$ cat src/rtl/udp_filter_pkg.sv
// Shared definitions for the udp_filter sequencer and the filter itself.
//   fsm_t           sequencer state encoding
//   ETHERTYPE etc.  header match constants shared with udp_filter
//   MIN_BEATS_DEF   beats the filter needs to reach its final state
package udp_filter_pkg;

   typedef enum logic [2:0] {
      ST_IDLE      = 3'd0,
      ST_RECV      = 3'd1,
      ST_DRAIN     = 3'd2,
      ST_WAIT_IDLE = 3'd3,
      ST_ABORT     = 3'd4,
      ST_DISCARD   = 3'd5
   } fsm_t;

   localparam logic [15:0] ETHERTYPE     = 16'h0800;
   localparam logic [3:0]  VERSION       = 4'h4;
   localparam logic [7:0]  PROTOCOL      = 8'h11;
   localparam int          MIN_BEATS_DEF = 6;

endpackage

$ cat src/rtl/udp_filter_ctrl_if.sv
// AXI-Stream beat bundle used for both the input and output sides.
//   tdata/tvalid/tlast  driven by the master
//   tready              driven by the slave
interface udp_filter_ctrl_if #(
   parameter int DATA_WIDTH = 64
);
   logic [DATA_WIDTH-1:0] tdata;
   logic                  tvalid;
   logic                  tlast;
   logic                  tready;

   modport master (output tdata, output tvalid, output tlast, input tready);
   modport slave  (input tdata, input tvalid, input tlast, output tready);
endinterface

$ cat src/rtl/udp_filter_stats.sv
// Frame statistics: three free-running counters that wrap at 2^CNT_WIDTH.
//   ok_inc_i / drop_inc_i / err_inc_i   one-cycle increment strobes
//   frames_ok_o / frames_drop_o / frames_err_o   counter values
module udp_filter_stats #(
   parameter int CNT_WIDTH = 32
) (
   input  logic                 clk_i,
   input  logic                 a_rst_n_i,
   input  logic                 ok_inc_i,
   input  logic                 drop_inc_i,
   input  logic                 err_inc_i,
   output logic [CNT_WIDTH-1:0] frames_ok_o,
   output logic [CNT_WIDTH-1:0] frames_drop_o,
   output logic [CNT_WIDTH-1:0] frames_err_o
);

   localparam logic [CNT_WIDTH-1:0] ONE_C = CNT_WIDTH'(1);

   logic [CNT_WIDTH-1:0] ok_q, drop_q, err_q;

   always_ff @(posedge clk_i or negedge a_rst_n_i) begin
      if (!a_rst_n_i) begin
         ok_q   <= '0;
         drop_q <= '0;
         err_q  <= '0;
      end else begin
         if (ok_inc_i)   ok_q   <= ok_q + ONE_C;
         if (drop_inc_i) drop_q <= drop_q + ONE_C;
         if (err_inc_i)  err_q  <= err_q + ONE_C;
      end
   end

   assign frames_ok_o   = ok_q;
   assign frames_drop_o = drop_q;
   assign frames_err_o  = err_q;

endmodule

$ cat src/rtl/udp_filter_ctrl.sv
// Sequencer around one udp_filter and its FWFT packet FIFO.
//   s_axis            input stream, gated into the filter
//   flt_*             filter control and status taps
//   fifo_*            packet FIFO pop/reset and head word
//   m_axis            replay of accepted frames with regenerated tlast
//   frames_*_o        forwarded / dropped / runt+oversize counts
//
// state      | meaning
// -----------+---------------------------------------------------------
// IDLE       | tready low, waits for en_i
// RECV       | accepts beats into the filter, tracks beats/writes/verdict
// DRAIN      | replays the stored frame from the FIFO onto m_axis
// WAIT_IDLE  | waits for FIFO empty and filter quiet
// ABORT      | one-cycle reset of filter and FIFO after runt/oversize
// DISCARD    | swallows the rest of an oversize frame up to tlast
module udp_filter_ctrl
   import udp_filter_pkg::*;
#(
   parameter int DATA_WIDTH = 64,
   parameter int FIFO_DEPTH = 256,
   parameter int MIN_BEATS  = MIN_BEATS_DEF,
   parameter int CNT_WIDTH  = 32
) (
   input  logic                  clk_i,
   input  logic                  a_rst_n_i,
   input  logic                  en_i,
   udp_filter_ctrl_if.slave      s_axis,
   output logic                  flt_s_rst_n_o,
   output logic                  flt_en_o,
   output logic [DATA_WIDTH-1:0] flt_frame_o,
   output logic                  flt_last_o,
   input  logic                  flt_frame_valid_i,
   input  logic                  flt_fifo_wr_en_i,
   input  logic                  flt_fifo_rst_n_i,
   output logic                  fifo_rst_n_o,
   output logic                  fifo_rd_en_o,
   input  logic [DATA_WIDTH-1:0] fifo_data_i,
   input  logic                  fifo_empty_i,
   udp_filter_ctrl_if.master     m_axis,
   output logic [CNT_WIDTH-1:0]  frames_ok_o,
   output logic [CNT_WIDTH-1:0]  frames_drop_o,
   output logic [CNT_WIDTH-1:0]  frames_err_o
);

   localparam int WW = $clog2(FIFO_DEPTH + 1);
   localparam int BW = $clog2(FIFO_DEPTH) + 2;

   localparam logic [WW-1:0] ONE_W   = WW'(1);
   localparam logic [WW-1:0] DEPTH_W = WW'(FIFO_DEPTH);
   localparam logic [BW-1:0] ONE_B   = BW'(1);
   // beat_cnt + 1 < MIN_BEATS, rearranged so a saturated counter cannot wrap
   localparam logic [BW-1:0] RUNT_B  = BW'(MIN_BEATS - 1);

   fsm_t          state_q, state_d;
   logic          s_ready_q;
   logic          abort_rst_n_q;
   logic          runt_q, runt_d;
   logic          drop_q;
   logic [BW-1:0] beat_cnt_q;
   logic [WW-1:0] wr_cnt_q;
   logic [WW-1:0] rd_cnt_q;

   logic          s_acc, acc_last;
   logic [WW-1:0] wr_next;
   logic          in_drain, m_valid, m_last, pop;
   logic          ok_inc, drop_inc, err_inc;

   assign s_acc    = s_axis.tvalid & s_ready_q;
   assign acc_last = s_acc & s_axis.tlast;
   assign wr_next  = wr_cnt_q + WW'(flt_fifo_wr_en_i);

   assign in_drain = (state_q == ST_DRAIN);
   assign m_valid  = in_drain & ~fifo_empty_i;
   assign m_last   = in_drain & (rd_cnt_q == (wr_cnt_q - ONE_W));
   assign pop      = m_valid & m_axis.tready;

   always_comb begin
      state_d  = state_q;
      runt_d   = runt_q;
      ok_inc   = 1'b0;
      drop_inc = 1'b0;
      err_inc  = 1'b0;
      case (state_q)
         ST_IDLE: begin
            if (en_i) state_d = ST_RECV;
         end
         ST_RECV: begin
            if (acc_last) begin
               if (beat_cnt_q < RUNT_B) begin
                  state_d = ST_ABORT;
                  runt_d  = 1'b1;
               end else if (drop_q || !flt_fifo_rst_n_i) begin
                  drop_inc = 1'b1;
                  state_d  = ST_IDLE;
               end else begin
                  state_d = ST_DRAIN;
               end
            end else if (flt_fifo_rst_n_i && (wr_next >= DEPTH_W)) begin
               state_d = ST_ABORT;
               runt_d  = 1'b0;
            end
         end
         ST_DRAIN: begin
            if (pop && m_last) begin
               ok_inc  = 1'b1;
               state_d = ST_WAIT_IDLE;
            end
         end
         ST_WAIT_IDLE: begin
            if (fifo_empty_i && !flt_frame_valid_i) state_d = ST_IDLE;
         end
         ST_ABORT: begin
            err_inc = 1'b1;
            state_d = runt_q ? ST_IDLE : ST_DISCARD;
         end
         ST_DISCARD: begin
            if (acc_last) state_d = ST_IDLE;
         end
         default: state_d = ST_IDLE;
      endcase
   end

   always_ff @(posedge clk_i or negedge a_rst_n_i) begin
      if (!a_rst_n_i) begin
         state_q       <= ST_IDLE;
         runt_q        <= 1'b0;
         s_ready_q     <= 1'b0;
         abort_rst_n_q <= 1'b1;
         drop_q        <= 1'b0;
         beat_cnt_q    <= '0;
         wr_cnt_q      <= '0;
         rd_cnt_q      <= '0;
      end else begin
         state_q       <= state_d;
         runt_q        <= runt_d;
         s_ready_q     <= (state_d == ST_RECV) || (state_d == ST_DISCARD);
         abort_rst_n_q <= (state_d != ST_ABORT);
         case (state_q)
            ST_IDLE: begin
               beat_cnt_q <= '0;
               wr_cnt_q   <= '0;
               rd_cnt_q   <= '0;
               drop_q     <= 1'b0;
            end
            ST_RECV: begin
               if (s_acc && (beat_cnt_q != '1)) beat_cnt_q <= beat_cnt_q + ONE_B;
               // a drop verdict empties the FIFO, so occupancy restarts
               if (!flt_fifo_rst_n_i) begin
                  drop_q   <= 1'b1;
                  wr_cnt_q <= '0;
               end else begin
                  wr_cnt_q <= wr_next;
               end
            end
            ST_DRAIN: begin
               // late filter writes still belong to this frame
               wr_cnt_q <= wr_next;
               if (pop) rd_cnt_q <= rd_cnt_q + ONE_W;
            end
            default: ;
         endcase
      end
   end

   assign s_axis.tready = s_ready_q;
   assign flt_en_o      = s_acc & (state_q != ST_DISCARD);
   assign flt_frame_o   = s_axis.tdata;
   assign flt_last_o    = s_axis.tlast;
   assign flt_s_rst_n_o = abort_rst_n_q;
   assign fifo_rst_n_o  = flt_fifo_rst_n_i & abort_rst_n_q;
   assign fifo_rd_en_o  = pop;

   assign m_axis.tvalid = m_valid;
   assign m_axis.tdata  = in_drain ? fifo_data_i : '0;
   assign m_axis.tlast  = m_last;

   udp_filter_stats #(
      .CNT_WIDTH (CNT_WIDTH)
   ) u_stats (
      .clk_i         (clk_i),
      .a_rst_n_i     (a_rst_n_i),
      .ok_inc_i      (ok_inc),
      .drop_inc_i    (drop_inc),
      .err_inc_i     (err_inc),
      .frames_ok_o   (frames_ok_o),
      .frames_drop_o (frames_drop_o),
      .frames_err_o  (frames_err_o)
   );

endmodule
$ cat src/flat_wrapper.sv
// flat-port wrapper written by rule: the top's interface ports become plain ports
module udp_filter_ctrl_flat import udp_filter_pkg::*;
#(
   parameter int DATA_WIDTH = 64,
   parameter int FIFO_DEPTH = 256,
   parameter int MIN_BEATS  = MIN_BEATS_DEF,
   parameter int CNT_WIDTH  = 32
)
  (clk_i, a_rst_n_i, en_i, flt_s_rst_n_o, flt_en_o, flt_frame_o, flt_last_o, flt_frame_valid_i, flt_fifo_wr_en_i, flt_fifo_rst_n_i, fifo_rst_n_o, fifo_rd_en_o, fifo_data_i, fifo_empty_i, frames_ok_o, frames_drop_o, frames_err_o, s_axis_tdata, s_axis_tvalid, s_axis_tlast, s_axis_tready, m_axis_tdata, m_axis_tvalid, m_axis_tlast, m_axis_tready);
  udp_filter_ctrl_if #(.DATA_WIDTH(DATA_WIDTH)) s_axis_i ();
  udp_filter_ctrl_if #(.DATA_WIDTH(DATA_WIDTH)) m_axis_i ();
  input  logic clk_i;
  input  logic a_rst_n_i;
  input  logic en_i;
  output logic flt_s_rst_n_o;
  output logic flt_en_o;
  output logic [DATA_WIDTH-1:0] flt_frame_o;
  output logic flt_last_o;
  input  logic flt_frame_valid_i;
  input  logic flt_fifo_wr_en_i;
  input  logic flt_fifo_rst_n_i;
  output logic fifo_rst_n_o;
  output logic fifo_rd_en_o;
  input  logic [DATA_WIDTH-1:0] fifo_data_i;
  input  logic fifo_empty_i;
  output logic [CNT_WIDTH-1:0] frames_ok_o;
  output logic [CNT_WIDTH-1:0] frames_drop_o;
  output logic [CNT_WIDTH-1:0] frames_err_o;
  input wire logic [$bits(s_axis_i.tdata)-1:0] s_axis_tdata;
  input wire logic [$bits(s_axis_i.tvalid)-1:0] s_axis_tvalid;
  input wire logic [$bits(s_axis_i.tlast)-1:0] s_axis_tlast;
  output wire logic [$bits(s_axis_i.tready)-1:0] s_axis_tready;
  output wire logic [$bits(m_axis_i.tdata)-1:0] m_axis_tdata;
  output wire logic [$bits(m_axis_i.tvalid)-1:0] m_axis_tvalid;
  output wire logic [$bits(m_axis_i.tlast)-1:0] m_axis_tlast;
  input wire logic [$bits(m_axis_i.tready)-1:0] m_axis_tready;
  assign s_axis_i.tdata = s_axis_tdata;
  assign s_axis_i.tvalid = s_axis_tvalid;
  assign s_axis_i.tlast = s_axis_tlast;
  assign s_axis_tready = s_axis_i.tready;
  assign m_axis_tdata = m_axis_i.tdata;
  assign m_axis_tvalid = m_axis_i.tvalid;
  assign m_axis_tlast = m_axis_i.tlast;
  assign m_axis_i.tready = m_axis_tready;
  udp_filter_ctrl #(.DATA_WIDTH(DATA_WIDTH), .FIFO_DEPTH(FIFO_DEPTH), .MIN_BEATS(MIN_BEATS), .CNT_WIDTH(CNT_WIDTH)) u_core (.clk_i(clk_i), .a_rst_n_i(a_rst_n_i), .en_i(en_i), .s_axis(s_axis_i), .flt_s_rst_n_o(flt_s_rst_n_o), .flt_en_o(flt_en_o), .flt_frame_o(flt_frame_o), .flt_last_o(flt_last_o), .flt_frame_valid_i(flt_frame_valid_i), .flt_fifo_wr_en_i(flt_fifo_wr_en_i), .flt_fifo_rst_n_i(flt_fifo_rst_n_i), .fifo_rst_n_o(fifo_rst_n_o), .fifo_rd_en_o(fifo_rd_en_o), .fifo_data_i(fifo_data_i), .fifo_empty_i(fifo_empty_i), .m_axis(m_axis_i), .frames_ok_o(frames_ok_o), .frames_drop_o(frames_drop_o), .frames_err_o(frames_err_o));
endmodule
$ cat config.mk
export PLATFORM = sky130hd
export DESIGN_NAME = udp_filter_ctrl_flat
export DESIGN_NICKNAME = d
export VERILOG_FILES = /design/src/rtl/udp_filter_pkg.sv /design/src/rtl/udp_filter_ctrl_if.sv /design/src/rtl/udp_filter_stats.sv /design/src/rtl/udp_filter_ctrl.sv /design/src/flat_wrapper.sv
export SDC_FILE = /design/constraint.sdc
export NUM_CORES = 1
export LEC_CHECK = 0
export ABC_AREA = 0
export BUFFER_PORTS_ARGS = -buffer_cell sky130_fd_sc_hd__buf_2
export CELL_PAD_IN_SITES_DETAIL_PLACEMENT = 0
export CELL_PAD_IN_SITES_GLOBAL_PLACEMENT = 1
export CORE_UTILIZATION = 34
export CTS_CLUSTER_DIAMETER = 60
export DETAILED_ROUTE_END_ITERATION = 6
export GPL_ROUTABILITY_DRIVEN = 0
export PLACE_DENSITY = 0.77
export SYNTH_ARGS = -nofsm -noshare
export SYNTH_HDL_FRONTEND = slang
export SYNTH_SLANG_ARGS = --single-unit
$ cat constraint.sdc
create_clock -name clk_i -period 3.9 [get_ports clk_i]
set_clock_uncertainty 0.1 [all_clocks]
set_input_delay 0.78 -clock clk_i [delete_from_list [all_inputs] [get_ports clk_i]]
set_output_delay 0.78 -clock clk_i [all_outputs]
set_load 0.01 [all_outputs]
==> results.cfg <==
[global_routing]
antenna_found_initial = 2
first_global_vias = 6027
grt_use_total_pct = 19.11
grt_pass1_wl_um = 33120
grt_max_degree = 61
grt_overflow = 0

[worst_setup_path]
worstPathMaxFanout = 8
critPathRequiredTime_ps = 3020
endpoint_kind = output port
criticalPathCategory = reg -> out
arrival_ps = 2740
worst_setup_path_start_kind = register

[synth]
synth_top_family_by_area = simple AND/OR/NAND/NOR gates
ys_seq_elements = 131
postSynthCellCount = 795
synth-xor-area-share_pct = 14.51
syn_nets = 942
yosysTopAreaCellShare_pct = 42.68
synth_warnings = 0
netlist_area_mm2 = 0.007622
synth-simple-area-share_pct = 26.59
ys_seq_area_share_pct = 43.02
synth-edff-count = 0
ys.flop_type = dfrtp_1
ys_top_cells_by_area = dfrtp_1, xor2_1, buf_4
synth_mux_area_share_pct = 0.6238
synth_compound_area_share_pct = 5.089
ys_async_sr_fraction_pct = 100.0
yosysTopAreaCell = dfrtp_1
synth_cell_types = 60
syn_area_per_cell_um2 = 9.588
synth_fa_ha_area_share_pct = 1.477

[clock_network]
clk_pin_slew_ps = 60
clock_path_buffers = 2
cts_tree = built
cts_resized = 0
cts_buffers = 17
clk_latency_ps = 420
htreeDepth = 4
hold_buffers = 0
cts_sinks = 131
cts_root_buf = clkbuf_16
cts_setup_buffers = 0

[pwr]
ir_worst_vdd_mv = 0.1968
p_leak_nw = 4.964
power_density_mw_per_mm2 = 390.7

[final_layout]
drive_gt1_share_pct = 29.60
register_area_mm2 = 0.003279
multi_input_area_mm2 = 0.003686
stdcell_count = 1271
synthToLayoutAreaGrowth_pct = 21.72
n_fill_cell = 2204
fin_nets = 1124
stdcell_area_mm2 = 0.009278

[floorplanning]
num_rows = 54
dieHeight_um = 151.7
start_util_pct = 34.82
fp.dieArea_mm2 = 0.02302
core_mm2 = 0.02189
die_x_um = 151.7
ioPinCount = 370

[run_status]
run_status = finished, final reports clean

[timing]
fin_crit_sh_pct = 92.83
fin_tns_setup_ps = 0
setup_viol = 0
max_freq_mhz = 276.2
worstMarginPinSlew_ps = 743.4
rsz0062_at_grt = false
relSlewSlack_pct = 50.33
period_minus_slack_ps = 3620
report.final.slew_viol_count = 0
hold_viol = 0

[job]
max_cap_viol_count = 0

[place]
dp.cells = 1238
hpwl_um = 17240
port-buffer-count = 241
dpl_cell_area_mm2 = 0.008692

[route]
vias = 6303
detail-route-antenna-nets = 0
wl_per_cell_um = 17.06
vias_per_cell = 4.959
first_pass_iters = 5
drc = 0
drt_iter0_drc = 267
wl_um = 21680

[min_path]
holdCritPathClass = in -> async
## worst max-delay path, cell delays in order, from the launching register on
cell and delay (ps):
dfrtp_1 450, inv_1 130, ha_1 290, o21ai_0 160, o32ai_1 280, a311o_2 300
o21ai_4 120, nor4_1 390, buf_2 210
## cell usage in the layout, fill, tap and decap left out, drive strengths merged, types with 4 or more instances in the layout
master / count
a21oi: 8
dfrtp: 130
inv: 28
clkinv: 5
ha: 9
o2111ai: 5
and3: 23
buf: 248
clkbuf: 19
nand3: 40
nor3b: 6
nand2b: 6
xor2: 76
nand4: 27
nor4: 11
xnor2: 45
nor3: 33
nor2: 58
or3: 4
nand2: 60
and2: 69
o21ai: 15
and4: 15
## report_power, final
group | leakage (nW) | switching, mW | total (mW) | internal [mW]
registers | 1.79 | 0.0914 | 1.51 | 1.42
logic | 2.89 | 0.330 | 0.531 | 0.200
clock network | 0.279 | 0.633 | 1.58 | 0.951
total | 4.96 | 1.05 | 3.62 | 2.57
## cell type report
cell class | count | area share [%]
Inverter | 24 | 0.9710
Multi-Input combinational cell | 555 | 39.73
Sequential cell | 131 | 35.35
Clock inverter | 13 | 1.618
Antenna cell | 1 | 0.02697
Tap cell | 280 | 3.776
Timing Repair Buffer | 248 | 13.86
Clock buffer | 19 | 4.666
## state kept, by name (all words and copies together) (netlist names)
signal	cells
u_core.state_q	3
u_core.u_stats.frames_ok_o	32
u_core.u_stats.frames_err_o	32
u_core.u_stats.frames_drop_o	32
u_core.s_axis.tready	1
u_core.rd_cnt_q	9
u_core.drop_q	1
u_core.runt_q	1
u_core.beat_cnt_q	10
u_core.wr_cnt_q	9
u_core.flt_s_rst_n_o	1
## layer usage
layer	vias to the layer above	GRT usage [%]	wire length, µm	part of all wire, %
li1	3032	-	-	-
met1	2998	21.47	8244	38
met2	248	34.50	11450	53
met3	25	5.090	1573	7.3
met4	0	6.683	415	1.9
met5	-	0	0	0
## metrics by stage
stage	hold WS (ps)	utilization (%)	setup WS, ps	total power [mW]
after global routing	274.8	42.37	114.2	3.804
after detailed placement	357.2	39.71	796.2	2.073
after CTS	243.7	42.37	342.4	3.674
after floorplan	350.5	-	1006	1.921
after global placement	352.6	39.71	843.9	2.062
final	227.3	42.38	279.5	3.624
## cells in the mapped netlist (2+ instances only)
master and number:
nand4_1 26, nand3_1 40, nor4b_1 2, a21oi_1 8, and3_1 23, nand3b_1 2, dfrtp_1 130, o21bai_1 2
buf_4 66, mux2_2 2, a22o_1 2, nor2_1 58, o21a_1 2, and2_1 69, nor3_1 32, a31oi_1 3
nor4_1 10, and4_1 15, clkbuf_1 15, or3_1 4, a311oi_1 3, o22ai_1 2, nand2_1 60, nor3b_1 5
o221ai_1 2, inv_1 24, xnor2_1 45, xor2_1 76, ha_1 9, nor2b_1 3, buf_2 4, nand2b_1 6
o2111ai_1 5, o21ai_0 14
## path summary, 6_finish.rpt
check / from / to / slack (ps) / cells past startpoint
worst min-delay path: a_rst_n_i / u_core.u_stats.frames_drop_o[23]$_DFFE_PN0P_ / 230 / 1
worst max-delay path: u_core.wr_cnt_q[0]$_DFFE_PN0P_ / m_axis_tlast / 280 / 8
min in group clk_i: u_core.u_stats.frames_drop_o[31]$_DFFE_PN0P_ / u_core.u_stats.frames_drop_o[31]$_DFFE_PN0P_ / 360 / 1
worst min register to register: u_core.u_stats.frames_drop_o[31]$_DFFE_PN0P_ / u_core.u_stats.frames_drop_o[31]$_DFFE_PN0P_ / 360 / 1
worst max register to register: u_core.state_q[0]$_DFF_PN0_ / u_core.u_stats.frames_ok_o[13]$_DFFE_PN0P_ / 940 / 6
max in group asynchronous: a_rst_n_i / u_core.u_stats.frames_ok_o[27]$_DFFE_PN0P_ / 2610 / 2
## kinds of logic (layout without fill, tap and decap cells)
group | Yosys count | count (layout)
buf+inv | 109 | 304
xor+xnor | 123 | 123
simple gates | 366 | 366
compound gates | 53 | 53
fa+ha+maj | 9 | 9
mux | 4 | 4
flops | 131 | 131
other cells | 0 | 1
Note: power is estimated with default switching activity, not from simulation.
